[config.mk]
export PLATFORM = sky130hd
export DESIGN_NAME = pipe_ctrl
export DESIGN_NICKNAME = d
export VERILOG_FILES = /design/src/rtl/pipe_pkg.sv /design/src/rtl/pipe_ctrl_hazard_detect.sv /design/src/rtl/pipe_ctrl.sv
export SDC_FILE = /design/constraint.sdc
export NUM_CORES = 1
export LEC_CHECK = 0
export CAP_MARGIN = 15
export CORE_AREA = 2 2 39 41
export DETAILED_ROUTE_END_ITERATION = 12
export DIE_AREA = 0 0 41 43
export HOLD_SLACK_MARGIN = 0.03
export PLACE_DENSITY = 0.76
export SKIP_CTS_REPAIR_TIMING = 1
export SLEW_MARGIN = 25
export SYNTH_ARGS = -nofsm -noshare
export SYNTH_HDL_FRONTEND = slang
export SYNTH_HIERARCHICAL = 1
export SYNTH_SLANG_ARGS = --single-unit
[constraint.sdc]
create_clock -name clock -period 2.5 [get_ports clock]
set_input_delay 0.5 -clock clock [delete_from_list [all_inputs] [get_ports clock]]
set_output_delay 0.5 -clock clock [all_outputs]
set_load 0.01 [all_outputs]
[src/rtl/pipe_pkg.sv]
// ============================================================================
// pipe_pkg : shared state encoding and constants for the pipeline controller
// Revision : 1.0
// ============================================================================
`default_nettype none

package pipe_pkg;

  typedef enum logic [0:0] {
    RUN     = 1'b0,
    MD_WAIT = 1'b1
  } pipe_state_e;

  localparam logic [31:0] NOP_IR   = 32'h0000_0000;
  localparam int          REG_ZERO = 0;

endpackage

`default_nettype wire

[src/rtl/pipe_ctrl_hazard_detect.sv]
// ============================================================================
// hazard_detect : combinational load-use comparator between F/D and D/X
// Revision      : 1.0
// ============================================================================
`default_nettype none

module hazard_detect
  import pipe_pkg::*;
#(
  parameter int REG_BITS = 5
) (
  input  logic [REG_BITS-1:0] fd_rs1,
  input  logic [REG_BITS-1:0] fd_rs2,
  input  logic                fd_uses_rs2,
  input  logic                dx_is_load,
  input  logic [REG_BITS-1:0] dx_rd,
  output logic                load_use
);

  logic rs1_hit;
  logic rs2_hit;

  always_comb begin
    rs1_hit  = (dx_rd == fd_rs1);
    rs2_hit  = fd_uses_rs2 && (dx_rd == fd_rs2);
    // A load into the zero register never produces a value to wait for
    load_use = dx_is_load && (dx_rd != REG_BITS'(REG_ZERO)) && (rs1_hit || rs2_hit);
  end

endmodule

`default_nettype wire

[src/rtl/pipe_ctrl.sv]
// ============================================================================
// pipe_ctrl : hazard/stall controller for the five-stage pipeline latches
//             Optional stall counter enabled by macro PIPE_PERF_CNT_EN
// Revision  : 1.0
// ============================================================================
`default_nettype none

module pipe_ctrl
  import pipe_pkg::*;
#(
  parameter int REG_BITS = 5
) (
  input  logic                clock,
  input  logic                ctrl_reset_n,
  input  logic [REG_BITS-1:0] fd_rs1,
  input  logic [REG_BITS-1:0] fd_rs2,
  input  logic                fd_uses_rs2,
  input  logic                dx_is_load,
  input  logic [REG_BITS-1:0] dx_rd,
  input  logic                dx_md_op,
  input  logic                x_branch_taken,
  input  logic                md_ready,
  input  logic                md_exception,
  output logic                md_start,
  output logic                we_pc,
  output logic                we_fd,
  output logic                we_dx,
  output logic                we_xm,
  output logic                we_mw,
  output logic                flush_fd,
  output logic                flush_dx,
  output logic                flush_xm
`ifdef PIPE_PERF_CNT_EN
  ,
  output logic [31:0]         stall_cycles
`endif
);

  pipe_state_e state_q;
  pipe_state_e state_d;
  logic        load_use;

  hazard_detect #(
    .REG_BITS (REG_BITS)
  ) u_hazard_detect (
    .fd_rs1      (fd_rs1),
    .fd_rs2      (fd_rs2),
    .fd_uses_rs2 (fd_uses_rs2),
    .dx_is_load  (dx_is_load),
    .dx_rd       (dx_rd),
    .load_use    (load_use)
  );

  always_comb begin
    state_d  = state_q;
    md_start = 1'b0;
    we_pc    = 1'b0;
    we_fd    = 1'b0;
    we_dx    = 1'b0;
    we_xm    = 1'b0;
    we_mw    = 1'b0;
    flush_fd = 1'b0;
    flush_dx = 1'b0;
    flush_xm = 1'b0;

    case (state_q)
      RUN: begin
        if (dx_md_op) begin
          md_start = 1'b1;
          we_xm    = 1'b1;
          flush_xm = 1'b1;
          we_mw    = 1'b1;
          state_d  = MD_WAIT;
        end else if (x_branch_taken) begin
          {we_pc, we_fd, we_dx, we_xm, we_mw} = 5'b11111;
          flush_fd = 1'b1;
          flush_dx = 1'b1;
        end else if (load_use) begin
          we_dx    = 1'b1;
          flush_dx = 1'b1;
          we_xm    = 1'b1;
          we_mw    = 1'b1;
        end else begin
          {we_pc, we_fd, we_dx, we_xm, we_mw} = 5'b11111;
        end
      end
      MD_WAIT: begin
        // Completion lets X/M capture the unit's result; hazards wait a cycle
        if (md_ready || md_exception) begin
          {we_pc, we_fd, we_dx, we_xm, we_mw} = 5'b11111;
          state_d = RUN;
        end else begin
          we_xm    = 1'b1;
          flush_xm = 1'b1;
          we_mw    = 1'b1;
        end
      end
    endcase

    if (!ctrl_reset_n) begin
      md_start = 1'b0;
      {we_pc, we_fd, we_dx, we_xm, we_mw} = 5'b00000;
      {flush_fd, flush_dx, flush_xm}      = 3'b000;
    end
  end

  always_ff @(posedge clock or negedge ctrl_reset_n) begin
    if (!ctrl_reset_n) begin
      state_q <= RUN;
    end else begin
      state_q <= state_d;
    end
  end

`ifdef PIPE_PERF_CNT_EN
  logic [31:0] stall_cycles_q;
  logic [31:0] stall_cycles_d;

  always_comb begin
    stall_cycles_d = stall_cycles_q;
    if (!we_pc && (stall_cycles_q != 32'hFFFF_FFFF)) begin
      stall_cycles_d = stall_cycles_q + 32'd1;
    end
  end

  always_ff @(posedge clock or negedge ctrl_reset_n) begin
    if (!ctrl_reset_n) begin
      stall_cycles_q <= 32'd0;
    end else begin
      stall_cycles_q <= stall_cycles_d;
    end
  end

  assign stall_cycles = stall_cycles_q;
`endif

endmodule

`default_nettype wire

## After elaboration in Yosys (flattened, before gate mapping)

Index checks and enable logic that the tools add are counted.

| storage, ports and cells | value |
|---|---|
| register bits after elaboration | 1 |
| bits of input ports | 23 |
| output and inout bits | 9 |
| logic and storage cells | 35 |

| cells by class | value |
|---|---|
| eq/ne operators | 2 |
| mux-type cells | 25 |
| bitwise operators | 1 |
| reductions and logical operators | 6 |

Operators with widths:

| cell | number |
|---|---|
| two-way mux 1 bit | 22 |
| == test 5 bit | 2 |
| case mux 1 bit (2 select lines) | 3 |
| nonzero test 5 bit | 1 |
| logical AND 1 bit | 3 |
| logical OR 1 bit | 2 |
| NOT 1 bit | 1 |

## Longest topological paths before layout

Gate-level depths: netlist (run 1).

| logic depth | value |
|---|---|
| depth in word-level cells | 9 |
| gate-level depth with buffers | 7 |

## Cells and area by module

Netlist (run 1), hierarchy kept.

Modules (own cells, without submodules):

| module | times used | cells an instance | area each (um^2) | sequential area each (um^2) |
|---|---|---|---|---|
| pipe_ctrl | 1 | 15 | 151.4 | 25.0 |
| hazard_detect | 1 | 17 | 132.6 | 0.0 |

## Worst setup path after synthesis (run 1)

No wires, ideal clock.

| timing | value |
|---|---|
| path type | input-to-output |
| from | input port dx_rd[0] |
| to | output port we_pc |
| arrival time | 1.860 ns |
| data required time | 2.000 ns |
| setup slack | 0.140 ns |
| stages on the path | 6 |
| cell sequence | or4_1 o21ai_1 a21oi_1 nor3b_1 nor4b_2 buf_4 |

| on the way | value |
|---|---|
| cells in the longest elaborated chain, start to end | 9 |
| elaborated cells between the ends (all ways) | 12 |
| those cells by class | 2 x eq/ne; 5 x mux; 5 x reduce/logical |

Ends and longest elaborated chain:

| item | line | source |
|---|---|---|
| start, declared | pipe_ctrl.sv:19 | `input logic [REG_BITS-1:0] dx_rd,` |
| == test 5 bit | pipe_ctrl_hazard_detect.sv:25 | `rs2_hit = fd_uses_rs2 && (dx_rd == fd_rs2);` |
| logical AND 1 bit | pipe_ctrl_hazard_detect.sv:25 |  |
| logical OR 1 bit | pipe_ctrl_hazard_detect.sv:27 | `load_use = dx_is_load && (dx_rd != REG_BITS'(REG_ZERO)) && (rs1_hit \|\| rs2_hit);` |
| logical AND 1 bit (*) | pipe_ctrl_hazard_detect.sv:27 |  |
| net load_use | pipe_ctrl.sv:41 | `logic load_use;` |
| two-way mux 1 bit (*) (3 in a row) | -- |  |
| case mux 1 bit (2 select lines) (*) | -- |  |
| two-way mux 1 bit (*) | -- |  |
| end, declared | pipe_ctrl.sv:25 | `output logic we_pc,` |

Mark *: on every way through the listed nets, which the timed path passes. The rest lies on a longest branch.

## Final worst setup path (run 1)

| timing | value |
|---|---|
| from | input port dx_rd[4] |
| to | output port we_pc |

| on the way | value |
|---|---|
| cells in the longest elaborated chain, start to end | 9 |
| elaborated cells between the ends (all ways) | 12 |
| those cells by class | 2 x eq/ne; 5 x mux; 5 x reduce/logical |

Ends and longest elaborated chain:

| item | line | source |
|---|---|---|
| == test 5 bit | pipe_ctrl_hazard_detect.sv:25 |  |
| logical AND 1 bit | pipe_ctrl_hazard_detect.sv:25 |  |
| logical OR 1 bit | pipe_ctrl_hazard_detect.sv:27 |  |
| logical AND 1 bit (*) | pipe_ctrl_hazard_detect.sv:27 |  |
| net load_use | pipe_ctrl.sv:41 |  |
| two-way mux 1 bit (*) | pipe_ctrl.sv:78 | `end else if (load_use) begin` |
| two-way mux 1 bit (*) | pipe_ctrl.sv:74 | `end else if (x_branch_taken) begin` |
| two-way mux 1 bit (*) | pipe_ctrl.sv:68 | `if (dx_md_op) begin` |
| case mux 1 bit (2 select lines) (*) | pipe_ctrl.sv:66 | `case (state_q)` |
| two-way mux 1 bit (*) | pipe_ctrl.sv:100 | `if (!ctrl_reset_n) begin` |

Marked as above.

==> summary.md, run 1 <==
| Metric | Value |
|---|---|
| Status | `finished, final reports clean` |
| Area contributors post-synth | `xor2_1 (22%), xnor2_1 (9.3%), dfrtp_1 (8.8%)` |
| Seq cells post-synth | `1` |
| List of most frequent post-synthesis cells | `xor2_1 (7), buf_4 (3), xnor2_1 (3)` |
| Initial Utilization | `20.5%` |
| Worst slew margin | `81.9%` |
| Fin. max-slew vios | `0` |
| Post-Syn Area | `284 sq um` |
| Via count | `355` |
| # diodes | `0` |
| Placed inst area | `644 sq um` |
| Drt pass-1 iters | `2` |
| Crit path capture type | `output port` |
| Final Non-Filler Cells | `83` |
| Compound-Gate Fraction of Synth Area | `6.17%` |
| Die area | `1760 sq um` |
| Clk slew on worst S/H paths | `0 ns` |
| Die Ht | `43 microns` |
| Post-synthesis xor/xnor area fraction | `30.8%` |
| Min Clock Period, post-route | `2.44 ns` |
| Worst reg2reg path endpoint | `state_q` |
| DR vias/cell | `4.28` |
| Area leader, netlist | `xor2_1` |
| Antenna viol nets, final | `0` |
| GRT Total Usage | `9.11%` |
| Worst reg2reg path startpoint | `state_q` |
| Largest register FFs | `1` |
| PortBufs | `31` |
| Worst R2R Path Depth | `2` |
| Req. time, crit path | `2.00 ns` |
| Actual slew at the worst max-slew pin | `0.272 ns` |
| Number of global-route vias before repair | `280` |
| Syn. warnings | `6` |
| Leak | `0.340 nW` |
| Core area | `1380 sq um` |
| Worst path arrival time | `1.94 ns` |
| Total of max-cap violations | `0` |
| Synthesized instance count | `32` |
| Synth async-reset ratio | `100%` |
| Sequential fraction of the synthesis area | `8.81%` |
| Pin count of the biggest net entering global routing | `10` |
| Fmax | `0.409 GHz` |
| Post-synth EDFFs | `0` |
| DP Worst Slack | `-0.688 ns` |
| Worst VDD drop | `0.000118 V` |
| Fin Clk Skew | `0 ns` |
| Residual DRC | `0` |
| Worst hold slack | `0.748 ns` |
| # fillers | `139` |
| Routed Wire Length | `920 microns` |
| RSZ-0062 raised after global routing | `true` |
| Worst-path maximum fanout | `3` |
| Final Hold Viols | `0` |
| Largest family of logic cells by synthesized area | `simple AND/OR/NAND/NOR gates` |
| Tightest Hold Check Type | `input port to asynchronous set/reset pin` |
| R2r setup slk | `1.55 ns` |
| DR WL/cell | `11.1 microns` |
| Final #Nets | `92` |
| First-pass GRT wire length | `1.22 mm` |
| Worst Slack Setup Final | `0.0569 ns` |
| Distinct cell type count after synthesis | `20` |
| Placer Congestion | `0.636` |
| Synth Area in Simple Gates | `46.3%` |
| Largest regs | `state_q: 1 flops` |
| Layout cells sized above 1 | `34.3%` |
| Mux share of post-synthesis cell area | `0%` |
| Critical path class | `input port to output port` |
| PD cells | `183 nW/um^2` |
| Synth Area in Adders | `0%` |
| Initial antenna violation count | `0` |
| Period utilization | `97.7%` |
| Synth top area share | `21.6%` |
| Syn_nets | `55` |
| Final Setup Violations | `0` |
| Initial DRC Count | `3` |
| Clock latency on the worst-skew pair | `0 ns` |
| Synth Flop Type | `dfrtp_1` |
| Ports | `32` |
| Row Count | `14` |
| Synth-to-layout area growth | `139%` |
| Fin area | `679 sq um` |
| Die width | `41 microns` |
| Placed Instances | `83` |
| Top-count cell post-synth | `xor2_1` |
| Mapped Avg Cell Area | `8.88 sq um` |
| CP Launch Type | `input port` |
| GR Overflow Total | `0` |
| Largest Register | `state_q` |
| Pwr Total | `124 uW` |
==> cell families (layout without fill, tap and decap cells) <==
family,Yosys count,count (layout)
AOI/OAI and AO/OA,3,3
and+or+nand+nor,15,15
DFF,1,1
xor gates and xnor gates,10,10
buffers and inverters,3,38
==> cell usage in the layout, fill, tap and decap left out, types with 2 or more instances in the layout <==
cell             synthesis  routed
clkdlybuf4s50_1          0      16
dlymetal6s2s_1           0       9
xor2_1                   7       7
buf_4                    3       6
buf_2                    0       3
xnor2_1                  3       3
nor4b_2                  1       2
buf_6                    0       2
nand3_1                  2       2
==> power by group <==
part,switching [mW],internal [mW]
Sequential,0.00325,0.0183
Clock,0,0
Combinational,0.0359,0.0670
==> worst max-delay path by stage <==
stage	slack [ns]	cells past startpoint	end	from
floorplan	0.14	6	we_pc	dx_rd[0]
global placement	-0.67	7	we_pc	dx_rd[0]
detailed placement	-0.69	7	we_pc	dx_rd[4]
CTS	-0.70	7	we_pc	dx_rd[4]
global route	-0.04	7	we_pc	dx_rd[4]
finish	0.06	7	we_pc	dx_rd[4]
==> cell type report <==
type                       instances  area (sq um)  share of cell area (%)
multi-input combinational         28           259                    38.1
sequential                         1          25.0                    3.68
tap                               16          20.0                    2.95
timing repair buffer              38           375                    55.2
==> critical path, stage by stage <==
cell and delay [ns]:
buf_8 0.10, or4_4 0.52, o21ai_2 0.16, a21oi_2 0.05
nor3b_2 0.15, nor4b_2 0.28, buf_2 0.18
==> layer usage <==
metal	vias up	part of all wire [%]	global-route usage (%)	routed length, microns
li1	186	-	-	-
met4	0	0	0	0
met5	-	0	0	0
met1	157	35	12.1	323
met3	0	8.9	1.05	82
met2	12	56	15.9	514
==> per-stage QoR <==
stage / util, % / setup TNS, ns
floorplan: - / 0
global placement: 46.6 / -1.97
detailed placement: 46.6 / -2.04
CTS: 46.6 / -2.07
global route: 49.1 / -0.123
finish: 49.1 / 0
Note: power is estimated with default switching activity, not from simulation.
==> run 2, diff against run 1 <==
--- a/config.mk
+++ b/config.mk
@@ -7,6 +7,7 @@
 export LEC_CHECK = 0
 export CAP_MARGIN = 15
 export CORE_AREA = 2 2 39 41
+export CTS_CLUSTER_DIAMETER = 120
 export DETAILED_ROUTE_END_ITERATION = 12
 export DIE_AREA = 0 0 41 43
 export HOLD_SLACK_MARGIN = 0.03
==> results of run 2 <==
No change in the layout: final DEF, timing and power equal those of run 1.
==> run 3, diff against run 2 <==
==> constraint.sdc (replaced) <==
create_clock -name clock -period 2.5 [get_ports clock]
set_input_delay 0.375 -clock clock [delete_from_list [all_inputs] [get_ports clock]]
set_output_delay 0.375 -clock clock [all_outputs]
set_load 0.01 [all_outputs]
==> summary.md, run 3 (synthesized netlist as in run 1, its figures left out) <==
| Metric | Value |
|---|---|
| Via count | `349 (-1.7%)` |
| First-pass GRT wire length | `1.24 mm (+1.1%)` |
| Pin count of the biggest net entering global routing | `10 (unchanged)` |
| Most frequent cells in the layout | `clkdlybuf4s50_1 (24), xor2_1 (7), buf_4 (6)` |
| Residual DRC | `0 (unchanged)` |
| Placed Instances | `82 (-1.2%)` |
| Drt pass-1 iters | `1 (-1)` |
| GR Overflow Total | `0 (unchanged)` |
| Critical path class | `input port to output port` |
| PortBufs | `31 (unchanged)` |
| Actual slew at the worst max-slew pin | `0.292 ns (+0.0200 ns)` |
| Worst VDD drop | `0.000129 V (+9.2%)` |
| Antenna viol nets, final | `0 (unchanged)` |
| Final #Nets | `91 (-1.1%)` |
| DP Worst Slack | `-0.420 ns (+0.268 ns)` |
| Placer Congestion | `0.602 (-5.4%)` |
| Number of global-route vias before repair | `316 (+13%)` |
| Layout cells sized above 1 | `27.3% (-7.1 points)` |
| Largest regs | `state_q: 1 flops` |
| Final Non-Filler Cells | `82 (-1.2%)` |
| Fin Clk Skew | `0 ns (unchanged)` |
| Largest register FFs | `1 (unchanged)` |
| Ports | `32 (unchanged)` |
| Synth-to-layout area growth | `128%` |
| Worst hold slack | `0.618 ns (-0.130 ns)` |
| Die area | `1760 sq um (unchanged)` |
| Final Hold Viols | `0 (unchanged)` |
| Commonest non-fill, non-tap cell in the layout | `clkdlybuf4s50_1` |
| Clock latency on the worst-skew pair | `0 ns (unchanged)` |
| Worst Slack Setup Final | `0.167 ns (+0.110 ns)` |
| Worst slew margin | `80.5% (-1.3 points)` |
| Fmax | `0.429 GHz (+4.7%)` |
| Min Clock Period, post-route | `2.33 ns (-0.110 ns)` |
| # diodes | `0 (unchanged)` |
| CP Launch Type | `input port` |
| Fin. max-slew vios | `0 (unchanged)` |
| TNS Setup | `0 ns (unchanged)` |
| Post-DP HPWL | `749 microns` |
| PD cells | `188 nW/um^2 (+2.8%)` |
| Initial DRC Count | `0 (-3)` |
| DR vias/cell | `4.26 (-0.49%)` |
| Initial antenna violation count | `0 (unchanged)` |
| Final core occ | `46.8% (-2.3 points)` |
| Crit path capture type | `output port` |
| Status | `finished, final reports clean` |
| Final Setup Violations | `0 (unchanged)` |
| Worst path arrival time | `1.96 ns (+0.02 ns)` |
| Tightest Hold Check Type | `input port to asynchronous set/reset pin` |
| Worst-path maximum fanout | `2 (-1)` |
| Period utilization | `93.3% (-4.4 points)` |
| Clk slew on worst S/H paths | `0 ns (unchanged)` |
| Initial Utilization | `20.5% (unchanged)` |
| Total of max-cap violations | `0 (unchanged)` |
| Routed Wire Length | `863 microns (-6.2%)` |
| Req. time, crit path | `2.12 ns (+0.12 ns)` |
| Largest Register | `state_q` |
| Row Count | `14 (unchanged)` |
| Leak | `0.281 nW (-17%)` |
| Die Ht | `43 microns (unchanged)` |
| Core area | `1380 sq um (unchanged)` |
| DR WL/cell | `10.5 microns (-5.1%)` |
| GRT Total Usage | `9.31% (+0.20 points)` |
| RSZ-0062 raised after global routing | `false` |
| Die width | `41 microns (unchanged)` |
[run 3: worst max-delay path, cell delays in order]
cell	delay [ns]
clkdlybuf4s50_1	0.42
xor2_1	0.15
nor4_2	0.26
nand3_1	0.12
a21oi_2	0.16
nor2_1	0.06
nor4b_1	0.23
buf_2	0.18
[run 3: report_power, final]
group / switching (mW) / internal, mW / total, mW
clock network: 0 / 0 / 0
logic: 0.0348 / 0.0663 / 0.101
registers: 0.00267 / 0.0183 / 0.0209
[run 3: per-stage QoR]
stage	cell area [sq um]	power, mW
global placement	637	0.124
detailed placement	637	0.125
finish	648	0.122
global route	648	0.130
CTS	637	0.126
floorplan	284	0.0587
[run 3: cell type report]
cell class	instances	area (sq um)
Tap cell	16	20.0
Fill cell	131	736
Timing Repair Buffer	37	350
Multi-Input combinational cell	28	253
Sequential cell	1	25.0
[run 3: path summary, 6_finish.rpt]
kind | from | slack, ns | depth (start not counted) | end
min in group clock | state_q | 0.81 | 2 | state_q
hold / removal | ctrl_reset_n | 0.62 | 1 | state_q
setup / recovery | fd_rs2[3] | 0.17 | 8 | flush_dx
max in group asynchronous | ctrl_reset_n | 1.68 | 1 | state_q
setup reg to reg | state_q | 1.58 | 2 | state_q
hold reg to reg | state_q | 0.81 | 2 | state_q
[run 3: routing by layer]
layer | vias to the layer above | wire length [microns] | global-route usage (%)
met2 | 12 | 484 | 18.8
met3 | 0 | 70 | 0
li1 | 181 | - | -
met4 | 0 | 0 | 0
met5 | - | 0 | 0
met1 | 156 | 308 | 10.5
